File: src/rtl/lsu_pkg.sv
// lsu_pkg: shared definitions for the LSU load-side blocks.
//   ld_arb_st_e    : load read-arbiter FSM states
//   AXI_SIZE_8B    : AXI arsize for 8-byte beats
//   AXI_BURST_INCR : AXI incrementing burst type
//   RAM_SEL_*      : on-chip RAM select encoding (IRAM = 0, WRAM = 1)
package lsu_pkg;

  typedef enum logic [1:0] {
    LD_IDLE = 2'd0,
    LD_AR   = 2'd1,
    LD_RD   = 2'd2,
    LD_DONE = 2'd3
  } ld_arb_st_e;

  localparam logic [2:0] AXI_SIZE_8B    = 3'd3;
  localparam logic [1:0] AXI_BURST_INCR = 2'b01;
  localparam logic       RAM_SEL_IRAM   = 1'b0;
  localparam logic       RAM_SEL_WRAM   = 1'b1;

endpackage

File: src/rtl/lsu_rr_arb2.sv
// lsu_rr_arb2: two-way round-robin arbiter.
//   clk, rst   : clock, synchronous active-high reset
//   i_vld0/1   : request valids (0 = IRAM, 1 = WRAM)
//   i_accept   : the current grant was taken; pointer moves past the winner
//   o_gnt_vld  : some requester is granted
//   o_gnt_sel  : index of the granted requester
module lsu_rr_arb2 (
  input  logic clk,
  input  logic rst,
  input  logic i_vld0,
  input  logic i_vld1,
  input  logic i_accept,
  output logic o_gnt_vld,
  output logic o_gnt_sel
);

  logic r_ptr;

  // A lone requester always wins; the pointer only breaks ties.
  always_comb begin
    o_gnt_vld = i_vld0 | i_vld1;
    o_gnt_sel = (i_vld0 & i_vld1) ? r_ptr : i_vld1;
  end

  always_ff @(posedge clk) begin
    if (rst) begin
      r_ptr <= 1'b0;
    end else if (i_accept) begin
      r_ptr <= ~o_gnt_sel;
    end
  end

endmodule

File: src/rtl/lsu_ld_rd_arb.sv
// lsu_ld_rd_arb: shares the LSU AXI read channel between IRAM-fill and
// WRAM-fill load requesters, one burst outstanding at a time.
//   iram_req_* / wram_req_* : load requests (vld/rdy, DRAM addr, beats-1, RAM addr)
//   lsu_axi_ar* / axi_lsu_arrdy : AXI read-address channel
//   axi_lsu_r* / lsu_axi_rrdy   : AXI read-data channel
//   ram_wr_*   : write port toward the selected on-chip RAM (driven from R)
//   ld_done_*  : one-cycle completion pulse with requester and error flag
module lsu_ld_rd_arb
  import lsu_pkg::*;
#(
  parameter int         DADDR_W = 10,
  parameter int         RADDR_W = 12,
  parameter int         DATA_W  = 64,
  parameter logic [7:0] ID_BASE = 8'h10
) (
  input  logic               clk,
  input  logic               rst,
  input  logic               iram_req_vld,
  output logic               iram_req_rdy,
  input  logic [DADDR_W-1:0] iram_req_daddr,
  input  logic [7:0]         iram_req_len,
  input  logic [RADDR_W-1:0] iram_req_raddr,
  input  logic               wram_req_vld,
  output logic               wram_req_rdy,
  input  logic [DADDR_W-1:0] wram_req_daddr,
  input  logic [7:0]         wram_req_len,
  input  logic [RADDR_W-1:0] wram_req_raddr,
  output logic [7:0]         lsu_axi_arid,
  output logic [DADDR_W-1:0] lsu_axi_araddr,
  output logic [7:0]         lsu_axi_arlen,
  output logic [2:0]         lsu_axi_arsize,
  output logic [1:0]         lsu_axi_arburst,
  output logic               lsu_axi_arvld,
  input  logic               axi_lsu_arrdy,
  input  logic [7:0]         axi_lsu_rid,
  input  logic [DATA_W-1:0]  axi_lsu_rdata,
  input  logic [1:0]         axi_lsu_rresp,
  input  logic               axi_lsu_rlast,
  input  logic               axi_lsu_rvld,
  output logic               lsu_axi_rrdy,
  output logic               ram_wr_vld,
  output logic               ram_wr_sel,
  output logic [RADDR_W-1:0] ram_wr_addr,
  output logic [DATA_W-1:0]  ram_wr_data,
  output logic               ld_done_vld,
  output logic               ld_done_sel,
  output logic               ld_done_err
);

  ld_arb_st_e         r_st;
  ld_arb_st_e         w_st_nxt;
  logic               r_sel;
  logic [RADDR_W-1:0] r_raddr;
  logic [8:0]         r_beat_cnt;
  logic               r_err;
  logic [7:0]         r_arid;
  logic [DADDR_W-1:0] r_araddr;
  logic [7:0]         r_arlen;

  logic               w_gnt_vld;
  logic               w_gnt_sel;
  logic               w_req_hs;
  logic [DADDR_W-1:0] w_req_daddr;
  logic [7:0]         w_req_len;
  logic [RADDR_W-1:0] w_req_raddr;
  logic               w_rd;
  logic               w_beat;
  logic               w_id_ok;
  logic               w_in_rng;
  logic               w_wr;
  logic               w_beat_err;

  lsu_rr_arb2 u_rr_arb (
    .clk       (clk),
    .rst       (rst),
    .i_vld0    (iram_req_vld),
    .i_vld1    (wram_req_vld),
    .i_accept  (w_req_hs),
    .o_gnt_vld (w_gnt_vld),
    .o_gnt_sel (w_gnt_sel)
  );

  // Request side: rdy only in IDLE and never while reset is held, so a
  // request cannot be swallowed during reset.
  always_comb begin
    w_req_hs     = (r_st == LD_IDLE) & ~rst & w_gnt_vld;
    iram_req_rdy = w_req_hs & (w_gnt_sel == RAM_SEL_IRAM);
    wram_req_rdy = w_req_hs & (w_gnt_sel == RAM_SEL_WRAM);
    w_req_daddr  = w_gnt_sel ? wram_req_daddr : iram_req_daddr;
    w_req_len    = w_gnt_sel ? wram_req_len   : iram_req_len;
    w_req_raddr  = w_gnt_sel ? wram_req_raddr : iram_req_raddr;
  end

  // Beat qualification. A beat with a foreign id or past the programmed
  // length is consumed but not written; every anomaly sets the sticky error.
  always_comb begin
    w_rd       = (r_st == LD_RD);
    w_beat     = w_rd & axi_lsu_rvld;
    w_id_ok    = (axi_lsu_rid == r_arid);
    w_in_rng   = (r_beat_cnt <= {1'b0, r_arlen});
    w_wr       = w_beat & w_id_ok & w_in_rng;
    w_beat_err = w_beat & ((axi_lsu_rresp != 2'b00) | ~w_id_ok | ~w_in_rng |
                           (axi_lsu_rlast & (r_beat_cnt != {1'b0, r_arlen})));
  end

  always_comb begin
    lsu_axi_arid    = r_arid;
    lsu_axi_araddr  = r_araddr;
    lsu_axi_arlen   = r_arlen;
    lsu_axi_arsize  = AXI_SIZE_8B;
    lsu_axi_arburst = AXI_BURST_INCR;
    lsu_axi_arvld   = (r_st == LD_AR);
    lsu_axi_rrdy    = w_rd;
    ram_wr_vld      = w_wr;
    ram_wr_sel      = w_wr & (r_sel == RAM_SEL_WRAM);
    ram_wr_addr     = w_wr ? (r_raddr + RADDR_W'(r_beat_cnt)) : '0;
    ram_wr_data     = w_wr ? axi_lsu_rdata : '0;
    ld_done_vld     = (r_st == LD_DONE);
    ld_done_sel     = (r_st == LD_DONE) & r_sel;
    ld_done_err     = (r_st == LD_DONE) & r_err;
  end

  always_comb begin
    w_st_nxt = r_st;
    case (r_st)
      LD_IDLE: if (w_req_hs) w_st_nxt = LD_AR;
      LD_AR:   if (axi_lsu_arrdy) w_st_nxt = LD_RD;
      // Only rlast ends a burst, even when it arrives early or late.
      LD_RD:   if (w_beat & axi_lsu_rlast) w_st_nxt = LD_DONE;
      LD_DONE: w_st_nxt = LD_IDLE;
      default: w_st_nxt = LD_IDLE;
    endcase
  end

  always_ff @(posedge clk) begin
    if (rst) begin
      r_st       <= LD_IDLE;
      r_sel      <= 1'b0;
      r_beat_cnt <= '0;
      r_err      <= 1'b0;
      r_arid     <= '0;
      r_araddr   <= '0;
      r_arlen    <= '0;
    end else begin
      r_st <= w_st_nxt;
      if (w_req_hs) begin
        r_sel    <= w_gnt_sel;
        r_arid   <= ID_BASE | {7'b0, w_gnt_sel};
        r_araddr <= w_req_daddr;
        r_arlen  <= w_req_len;
      end
      if ((r_st == LD_AR) && axi_lsu_arrdy) begin
        r_beat_cnt <= '0;
        r_err      <= 1'b0;
      end else if (w_beat) begin
        r_err <= r_err | w_beat_err;
        // Foreign-id beats are not part of this burst; saturate so a runaway
        // slave cannot wrap the count back into range.
        if (w_id_ok && (r_beat_cnt != 9'h1FF)) r_beat_cnt <= r_beat_cnt + 9'd1;
      end
    end
  end

  // RAM base address is pure datapath; it is only observed through gated outputs.
  always_ff @(posedge clk) begin
    if (w_req_hs) r_raddr <= w_req_raddr;
  end

endmodule
File: config.mk
export PLATFORM = sky130hd
export DESIGN_NAME = lsu_ld_rd_arb
export DESIGN_NICKNAME = d
export VERILOG_FILES = /design/src/rtl/lsu_pkg.sv /design/src/rtl/lsu_rr_arb2.sv /design/src/rtl/lsu_ld_rd_arb.sv
export SDC_FILE = /design/constraint.sdc
export NUM_CORES = 1
export LEC_CHECK = 0
export BUFFER_PORTS_ARGS = -buffer_cell sky130_fd_sc_hd__buf_2
export CORE_AREA = 2 2 100 102
export DETAILED_ROUTE_END_ITERATION = 7
export DIE_AREA = 0 0 102 104
export PLACE_DENSITY = 0.82
export SETUP_SLACK_MARGIN = 0.4
export SLEW_MARGIN = 20
export SYNTH_ARGS = -nofsm -noshare
export SYNTH_HDL_FRONTEND = slang
export SYNTH_SLANG_ARGS = --single-unit
export TNS_END_PERCENT = 30
File: constraint.sdc
create_clock -name clk -period 6.2 [get_ports clk]
set_input_delay 1.24 -clock clk [delete_from_list [all_inputs] [get_ports clk]]
set_output_delay 1.24 -clock clk [all_outputs]
set_load 0.05 [all_outputs]
# --- After elaboration in Yosys (flattened, before gate mapping) ---
# Cells that the tools add are included.
totals:
  out_inout_bits: 116
  input_bits: 141
  wordCells: 61
  regBits: 46
op_classes:
  mux: 10
  n_reduce_logical: 7
  n_bitwise: 23
  add_sub_neg: 2
  n_eq_ne: 9
  order_cmp: 1
op_table:
  columns: ["op", "n"]
  rows:
  - ["2-to-1 mux 64 bit", 1]
  - ["2-to-1 mux 12 bit", 2]
  - ["bitwise AND 1 bit", 14]
  - ["adder 12 x 9 -> 12 bit", 1]
  - ["2-to-1 mux 10 bit", 1]
  - ["adder 9 x 1 -> 9 bit (second input constant)", 1]
  - ["less-or-equal comparator 9 x 8 -> 1 bit", 1]
  - ["!= test 9 x 8 -> 1 bit", 1]
  - ["!= test 9 bit (second input constant)", 1]
  - ["equality test 8 x 5 -> 1 bit", 1]
  - ["2-to-1 mux 8 bit", 1]
  - ["case mux 2 bit (4 select lines)", 1]
  - ["2-to-1 mux 2 bit", 3]
  - ["!= test 2 x 1 -> 1 bit (second input constant)", 3]
  - ["bitwise OR 1 bit", 5]
  - ["equality test 2 bit (second input constant)", 2]
  - ["NOT 1 bit", 4]
  - ["AND reduction 3 bit", 1]
  - ["equality test 2 x 1 -> 1 bit (second input constant)", 1]
  - ["logical AND 1 bit", 2]
  - ["zero test 2 bit", 1]
  - ["AND reduction 2 bit", 1]
  - ["nonzero test 2 bit", 1]
  - ["OR reduction 2 bit", 1]
  - ["2-to-1 mux 1 bit", 1]

# --- Logic depth before layout (Yosys ltp) ---
# Gate-level depths: netlist of run 1.
logic_depth:
  word_depth: 7
  ltp_mapped: 9
  depth_no_buf: 8

# --- Hierarchy ---
# Synthesis of run 1 repeated with hierarchy kept, for this count alone.
hier_totals:
  cells_unflattened: 399
  hier_area_um2: 3472.1
modules_own_cells:
  columns: ["module", "cells_each", "seq_area_each_um2", "instances", "area_each_um2"]
  rows:
  - ["lsu_ld_rd_arb", 393, 1001.0, 1, 3405.8]
  - ["lsu_rr_arb2", 6, 20.0, 1, 66.3]

# --- Worst setup path after synthesis of run 1 ---
# OpenSTA, ideal clock, no wires.
synth_path:
  kind: "input to output"
  startpoint: "in axi_lsu_rid[1]"
  endpoint: "out ram_wr_addr[6]"
  required_time_ns: 4.960
  path_buffers: 1
  path_stages: 5
  t_arrival_ns: 3.325
  path_slack_ns: 1.635
  cell_sequence: "nor4_1 -> nand4_1 -> a211oi_4 -> buf_6 -> nor3b_1"
synth_via:
  elab_chain_cells: 4
synth_lines:
  columns: ["element", "line_no", "text"]
  rows:
  - ["start, declared", "lsu_ld_rd_arb.sv:35", "input logic [7:0] axi_lsu_rid,"]
  - ["equality test 8 x 5 -> 1 bit", "lsu_ld_rd_arb.sv:99", "w_id_ok = (axi_lsu_rid == r_arid);"]
  - ["bitwise AND 1 bit (2 in a row)", "lsu_ld_rd_arb.sv:101", "w_wr = w_beat & w_id_ok & w_in_rng;"]
  - ["2-to-1 mux 12 bit", "lsu_ld_rd_arb.sv:116", "ram_wr_addr = w_wr ? (r_raddr + RADDR_W'(r_beat_cnt)) : '0;"]
  - ["end, declared", "lsu_ld_rd_arb.sv:43", "output logic [RADDR_W-1:0] ram_wr_addr,"]
# Every way passes these cells.

# --- Worst setup path in the final report of run 1 ---
layout_path:
  startpoint: "in axi_lsu_rid[1]"
  endpoint: "out ram_wr_addr[2]"
# The elaborated chain is that of the path after synthesis.

==> reports/summary.txt, run 1 <==
vias in the first global route - 3573
Fin Clk Skew - 0.00750 ns
Crit Path Class - input port to primary output
R2R Path Start - lsu_axi_arid[0]
Fmax achieved - 201 MHz
root buf cell - clkbuf_8
Slew @ Worst Pin - 0.754 ns
GR Util met2 - 0.383
Lkg Pwr - 2.64 nW
Avg Cell Area, Syn - 8.62 um2
Core Util, Final - 0.500
worst-path fanout max - 32
Clk pin slew, worst setup/hold paths - 0.08 ns
Worst setup EP type - primary output
Filler cells - 949
Post-synth top flop - dfxtp_1
hold path start - lsu_axi_araddr[8]
die height - 104 um
most common cell after layout, fill and taps aside - buf_2
Max Cap Viol - 0
Worst R2R Path Depth - 5
warning count from the yosys run - 0
asr flop ratio synth - 0
area delta synth->final - 40.4%
post-layout min period - 4.98 ns
commonest non-fill, non-tap cells in the layout - buf_2, and2_1, nor2_1
detailed-route wire length - 11300 um
Via-to-Cell Ratio - 4.78
Unique masters post-synth - 50
drt initial violations - 169
via count - 3638
unrepaired setup endpoints after global routing - false
Bufs on Longest Clock Path - 2
Die Width - 102 um
first-pass GRT wire length - 17000 um
final clock period utilization by the worst path - 0.803
worst skew pair latency - 0.29 ns
DRC - 0
hold_buf cts - 0
busiest grt layer - met2
die footprint - 0.0106 mm2
met1 Track Usage GR - 0.220
worst path arrival time - 3.74 ns
setup repair bufs after CTS - 0
Final setup viols - 0
Core Area - 0.00955 mm2
GRT Total Usage - 0.200
met3 Use GR - 0.0363
Required @ worst endpoint - 4.96 ns
sequential area share after synthesis - 0.300
layout cells sized above 1 - 0.430
initial antenna violation count - 0
power per cell area - 267 mW/mm2
CTS tree - done
final antenna-violating net count - 0
clock sinks - 45
placer congestion estimate - 0.879
Inserted Clock Buffers - 5
post-DR wirelength/cell - 14.9 um
Ant. Diodes - 0
std cell rows - 36
First-pass DRT Iterations - 4
Worst Hold Class - flop to flop
Final nets - 793
IO Pins - 257
hold path endpoint - lsu_axi_araddr[8]
Slew headroom - 0.496
Max Slew Vio Count - 0
final setup TNS - 0 ns
Synth Instances - 395
Final Hold Vio Count - 0
Synth Register Bits - 45
Port Buffer Count - 245
Initial Util - 0.357
run status - finished clean
Post-synth EDFFs - 12
FF-to-FF End - r_beat_cnt[7]
Remaining Overflow, GRT - 0
Worst VDD drop - 0.264 mV
largest net degree at the start of global routing - 39
Worst Hold Depth - 2
CTS resizes - 0
reg2reg setup slack - 4.16 ns
area of the mapped netlist - 0.00340 mm2
startpoint type of the worst setup path - input port
htree depth - 2
half-perimeter wire length after placement - 9530 um
-- per-layer routing --
| metal | wire [um] | part of all wire |
|---|---|---|
| met1 | 4460 | 0.39 |
| met2 | 5940 | 0.52 |
| met3 | 750 | 0.066 |
| met4 | 180 | 0.016 |
| met5 | 0 | 0 |
-- synthesized netlist by cell type (4+ instances only) --
cell type / instances / area (um2)
nand2b_1: 6 / 37.5
nor4_1: 5 / 31.3
ha_1: 24 / 300
mux2_2: 12 / 135
nand2_1: 10 / 37.5
inv_1: 19 / 71.3
a21o_1: 7 / 52.6
edfxtp_1: 12 / 360
and2_1: 74 / 463
buf_4: 12 / 90.1
o21ai_0: 9 / 45.0
a21oi_1: 12 / 60.1
nor2_1: 42 / 158
clkbuf_1: 8 / 30.0
mux2i_1: 19 / 190
a211oi_1: 20 / 150
xnor2_1: 12 / 105
nor3_1: 5 / 25.0
clkbuf_2: 4 / 20.0
dfxtp_1: 33 / 661
-- sequential cells by signal (all words and copies together), names as in the netlist --
signal,cells
r_beat_cnt,9
lsu_axi_araddr,10
lsu_axi_arlen,8
r_st,2
r_err,1
lsu_axi_arid,2
r_raddr,12
u_rr_arb.r_ptr,1
-- kinds of logic (layout without fill, tap and decap cells) --
group                      Yosys count  count (layout)  synth area share
adders and majority gates           25              25            0.0941
buffers and inverters               52             276            0.0797
and+or+nand+nor                    158             158             0.251
other                                2              11           0.00221
xor gates and xnor gates            13              13            0.0334
AOI/OAI and AO/OA                   69              69             0.144
DFF                                 45              45             0.300
muxes                               31              31            0.0956
-- critical path: stages --
cell	delay [ns]
buf_2	0.10
nor4_1	0.31
nand4_1	0.45
a211oi_4	0.81
buf_4	0.37
and3_1	0.19
buf_2	0.26
-- through the flow --
step	cells	setup WS [ns]	power [mW]	hold slack (ns)	instance area (um2)
floorplan	404	1.64	0.906	0.476	3440
global placement	753	1.30	1.05	0.486	4670
global route	761	0.896	1.35	0.520	4780
detailed placement	753	1.13	1.07	0.495	4670
finish	761	1.22	1.28	0.502	4780
CTS	761	1.13	1.29	0.506	4780
-- report_power, final --
part	total (mW)	switching, mW	internal [mW]
Clock	0.214	0.0947	0.119
Combinational	0.634	0.436	0.198
Sequential	0.428	0.0496	0.379
-- layout make-up --
class                           count  area (um2)  share of cell area
Clock buffer                        6        72.6              0.0152
Clock inverter                      2        33.8             0.00707
Inverter                           19        71.3              0.0149
Multi-Input combinational cell    307        2160               0.451
Sequential cell                    45        1020               0.214
Tap cell                          133         166              0.0348
Timing Repair Buffer              249        1260               0.263
-- how the worst max path moves through the flow --
stage | startpoint | end | slack (ns) | cells past startpoint
after CTS | axi_lsu_rid[1] | ram_wr_addr[2] | 1.13 | 7
after global placement | axi_lsu_rid[1] | ram_wr_addr[2] | 1.30 | 7
after detailed placement | axi_lsu_rid[1] | ram_wr_addr[2] | 1.13 | 7
after global routing | axi_lsu_rid[1] | ram_wr_addr[2] | 0.90 | 7
final | axi_lsu_rid[1] | ram_wr_addr[2] | 1.22 | 7
after floorplan | axi_lsu_rid[1] | ram_wr_addr[6] | 1.64 | 5
(Power assumes the default switching activity.)
==> run 2, diff against run 1 <==
- CORE_AREA: 2 2 100 102 -> 2 2 99 101
- DIE_AREA: 0 0 102 104 -> 0 0 101 103
- PLACE_DENSITY: 0.82 -> 0.86
- clock period: 6.2 -> 4.36 ns (I/O delays scaled with it)
==> reports/summary.txt, run 2 (synthesis results as in run 1) <==
GRT Total Usage - 0.199 (-0.000787)
IO Pins - 257 (unchanged)
Fmax achieved - 265 MHz
First-pass DRT Iterations - 4 (unchanged)
worst path arrival time - 2.90 ns (-0.84 ns)
Remaining Overflow, GRT - 0 (unchanged)
hold_buf cts - 0 (unchanged)
Worst setup EP type - primary output
final setup TNS - 0 ns (unchanged)
std cell rows - 36 (unchanged)
htree depth - 2 (unchanged)
first-pass GRT wire length - 16000 um (-6.0%)
Required @ worst endpoint - 3.49 ns (-1.47 ns)
DRC - 0 (unchanged)
Via-to-Cell Ratio - 4.84 (+1.2%)
final antenna-violating net count - 0 (unchanged)
startpoint type of the worst setup path - flop
Slew headroom - 0.657 (+0.162)
Final Hold Vio Count - 0 (unchanged)
commonest non-fill, non-tap cells in the layout - buf_2, and2_1, nor2_1
met3 Use GR - 0.0542 (+0.0179)
delay-heaviest family, CP - compound AO/OA/AOI/OAI gates
root buf cell - clkbuf_8
layout cells sized above 1 - 0.432 (+0.00250)
die height - 103 um (-0.96%)
met1 Track Usage GR - 0.248 (+0.0281)
CTS resizes - 0 (unchanged)
Post-Place Cells - 734 (-2.5%)
CP peak stage delay - 0.39 ns (-0.42 ns)
Bufs on Longest Clock Path - 2 (unchanged)
Filler cells - 940 (-0.95%)
clock sinks - 45 (unchanged)
Worst VDD drop - 0.465 mV (+76%)
post-layout min period - 3.77 ns
Inserted Clock Buffers - 5 (unchanged)
power per cell area - 379 mW/mm2 (+42%)
crit-path cells - inv_1 -> ha_1 -> nand4_1 -> or3_1 -> a21o_1 -> a211oi_4 -> buf_12 -> a21boi_0 -> buf_2
via count - 3599 (-1.1%)
half-perimeter wire length after placement - 9400 um (-1.3%)
detailed-route wire length - 11400 um (+0.39%)
unrepaired setup endpoints after global routing - false
die footprint - 0.0104 mm2 (-1.9%)
drt initial violations - 99 (-41%)
vias in the first global route - 3214 (-10%)
Max Slew Vio Count - 0 (unchanged)
initial antenna violation count - 2 (+2)
Port Buffer Count - 245 (unchanged)
most common cell after layout, fill and taps aside - buf_2
Slew @ Worst Pin - 0.514 ns (-0.240 ns)
Final setup viols - 0 (unchanged)
GR Util met2 - 0.348 (-0.0353)
Die Width - 101 um (-0.98%)
Largest Register - r_raddr
Final nets - 794 (+0.13%)
Lkg Pwr - 2.65 nW (+0.35%)
CP bufs+invs - 3 (unchanged)
busiest grt layer - met2
worst skew pair latency - 0.29 ns (about the same)
Core Area - 0.00946 mm2 (-0.94%)
area delta synth->final - 40.5% (about the same)
CTS tree - done
Clk pin slew, worst setup/hold paths - 0.08 ns (about the same)
Crit Path Class - flop to primary output
Largest register FFs - 12 (unchanged)
Max Cap Viol - 0 (unchanged)
post-route insts no fill - 744 (-2.2%)
largest net degree at the start of global routing - 67 (+72%)
Fin Clk Skew - 0.00622 ns (-0.00127 ns)
Slowest-stage cell, CP - or3_1
Initial Util - 0.360 (+0.00340)
Worst Hold Class - flop to flop
setup repair bufs after CTS - 1 (+1)
run status - finished clean
worst-path fanout max - 66 (+110%)
placer congestion estimate - 0.868 (-1.3%)
final clock period utilization by the worst path - 0.865
post-DR wirelength/cell - 15.3 um (+2.7%)
## run 2: changes by cell type in the layout (fill, tap and decap cells not counted), sizes merged
cell	change
buf	+1
diode	+1
## run 2: layer usage
| metal | wire length, um | vias up | share of wire |
|---|---|---|---|
| li1 | - | 1806 | - |
| met1 | 4810 | 1611 | 0.42 |
| met2 | 5320 | 166 | 0.47 |
| met3 | 1140 | 12 | 0.10 |
| met4 | 91 | 4 | 0.0080 |
| met5 | 21 | - | 0.0018 |
## run 2: stage by stage
stage	worst slack, ns	util	hold WS (ns)	cell area, um2	power, mW
floorplan	0.213	-	0.476	3440	1.29
global placement	0.550	0.493	0.485	4670	1.50
detailed placement	0.405	0.493	0.493	4670	1.51
CTS	0.581	0.505	0.505	4780	1.83
global route	0.442	0.505	0.521	4780	1.92
finish	0.591	0.506	0.500	4780	1.81
## run 2: final cells by class
class,instances,area [um2],share of cell area
multi-input cells,307,2160,0.452
repair buffers,250,1280,0.267
flip-flops and latches,45,1020,0.214
well taps,114,143,0.0298
clock buffers,6,72.6,0.0152
inverters,19,71.3,0.0149
clock inverters,2,33.8,0.00706
diodes,1,2.50,0.000523
## run 2: power breakdown
| group | leakage (nW) | switching [mW] | internal [mW] |
|---|---|---|---|
| logic | 2.21 | 0.624 | 0.282 |
| registers | 0.385 | 0.0659 | 0.538 |
| clock network | 0.0528 | 0.136 | 0.169 |
## run 2: final timing paths
kind                     start                end  slack, ns  cells past startpoint
max reg2reg      r_beat_cnt[1]      r_beat_cnt[7]       2.44                      8
min          lsu_axi_araddr[8]  lsu_axi_araddr[8]       0.50                      2
max           lsu_axi_arlen[4]     ram_wr_addr[8]       0.59                      9
min reg2reg  lsu_axi_araddr[8]  lsu_axi_araddr[8]       0.50                      2
## run 2: worst register-to-register path, delay by kind of cell, from the launching register on
kind                     cells  cell delay, ns
AND/OR/NAND/NOR              5            0.87
flip-flops                   1            0.38
adder cells (fa/ha/maj)      2            0.41
XOR/XNOR                     1            0.16
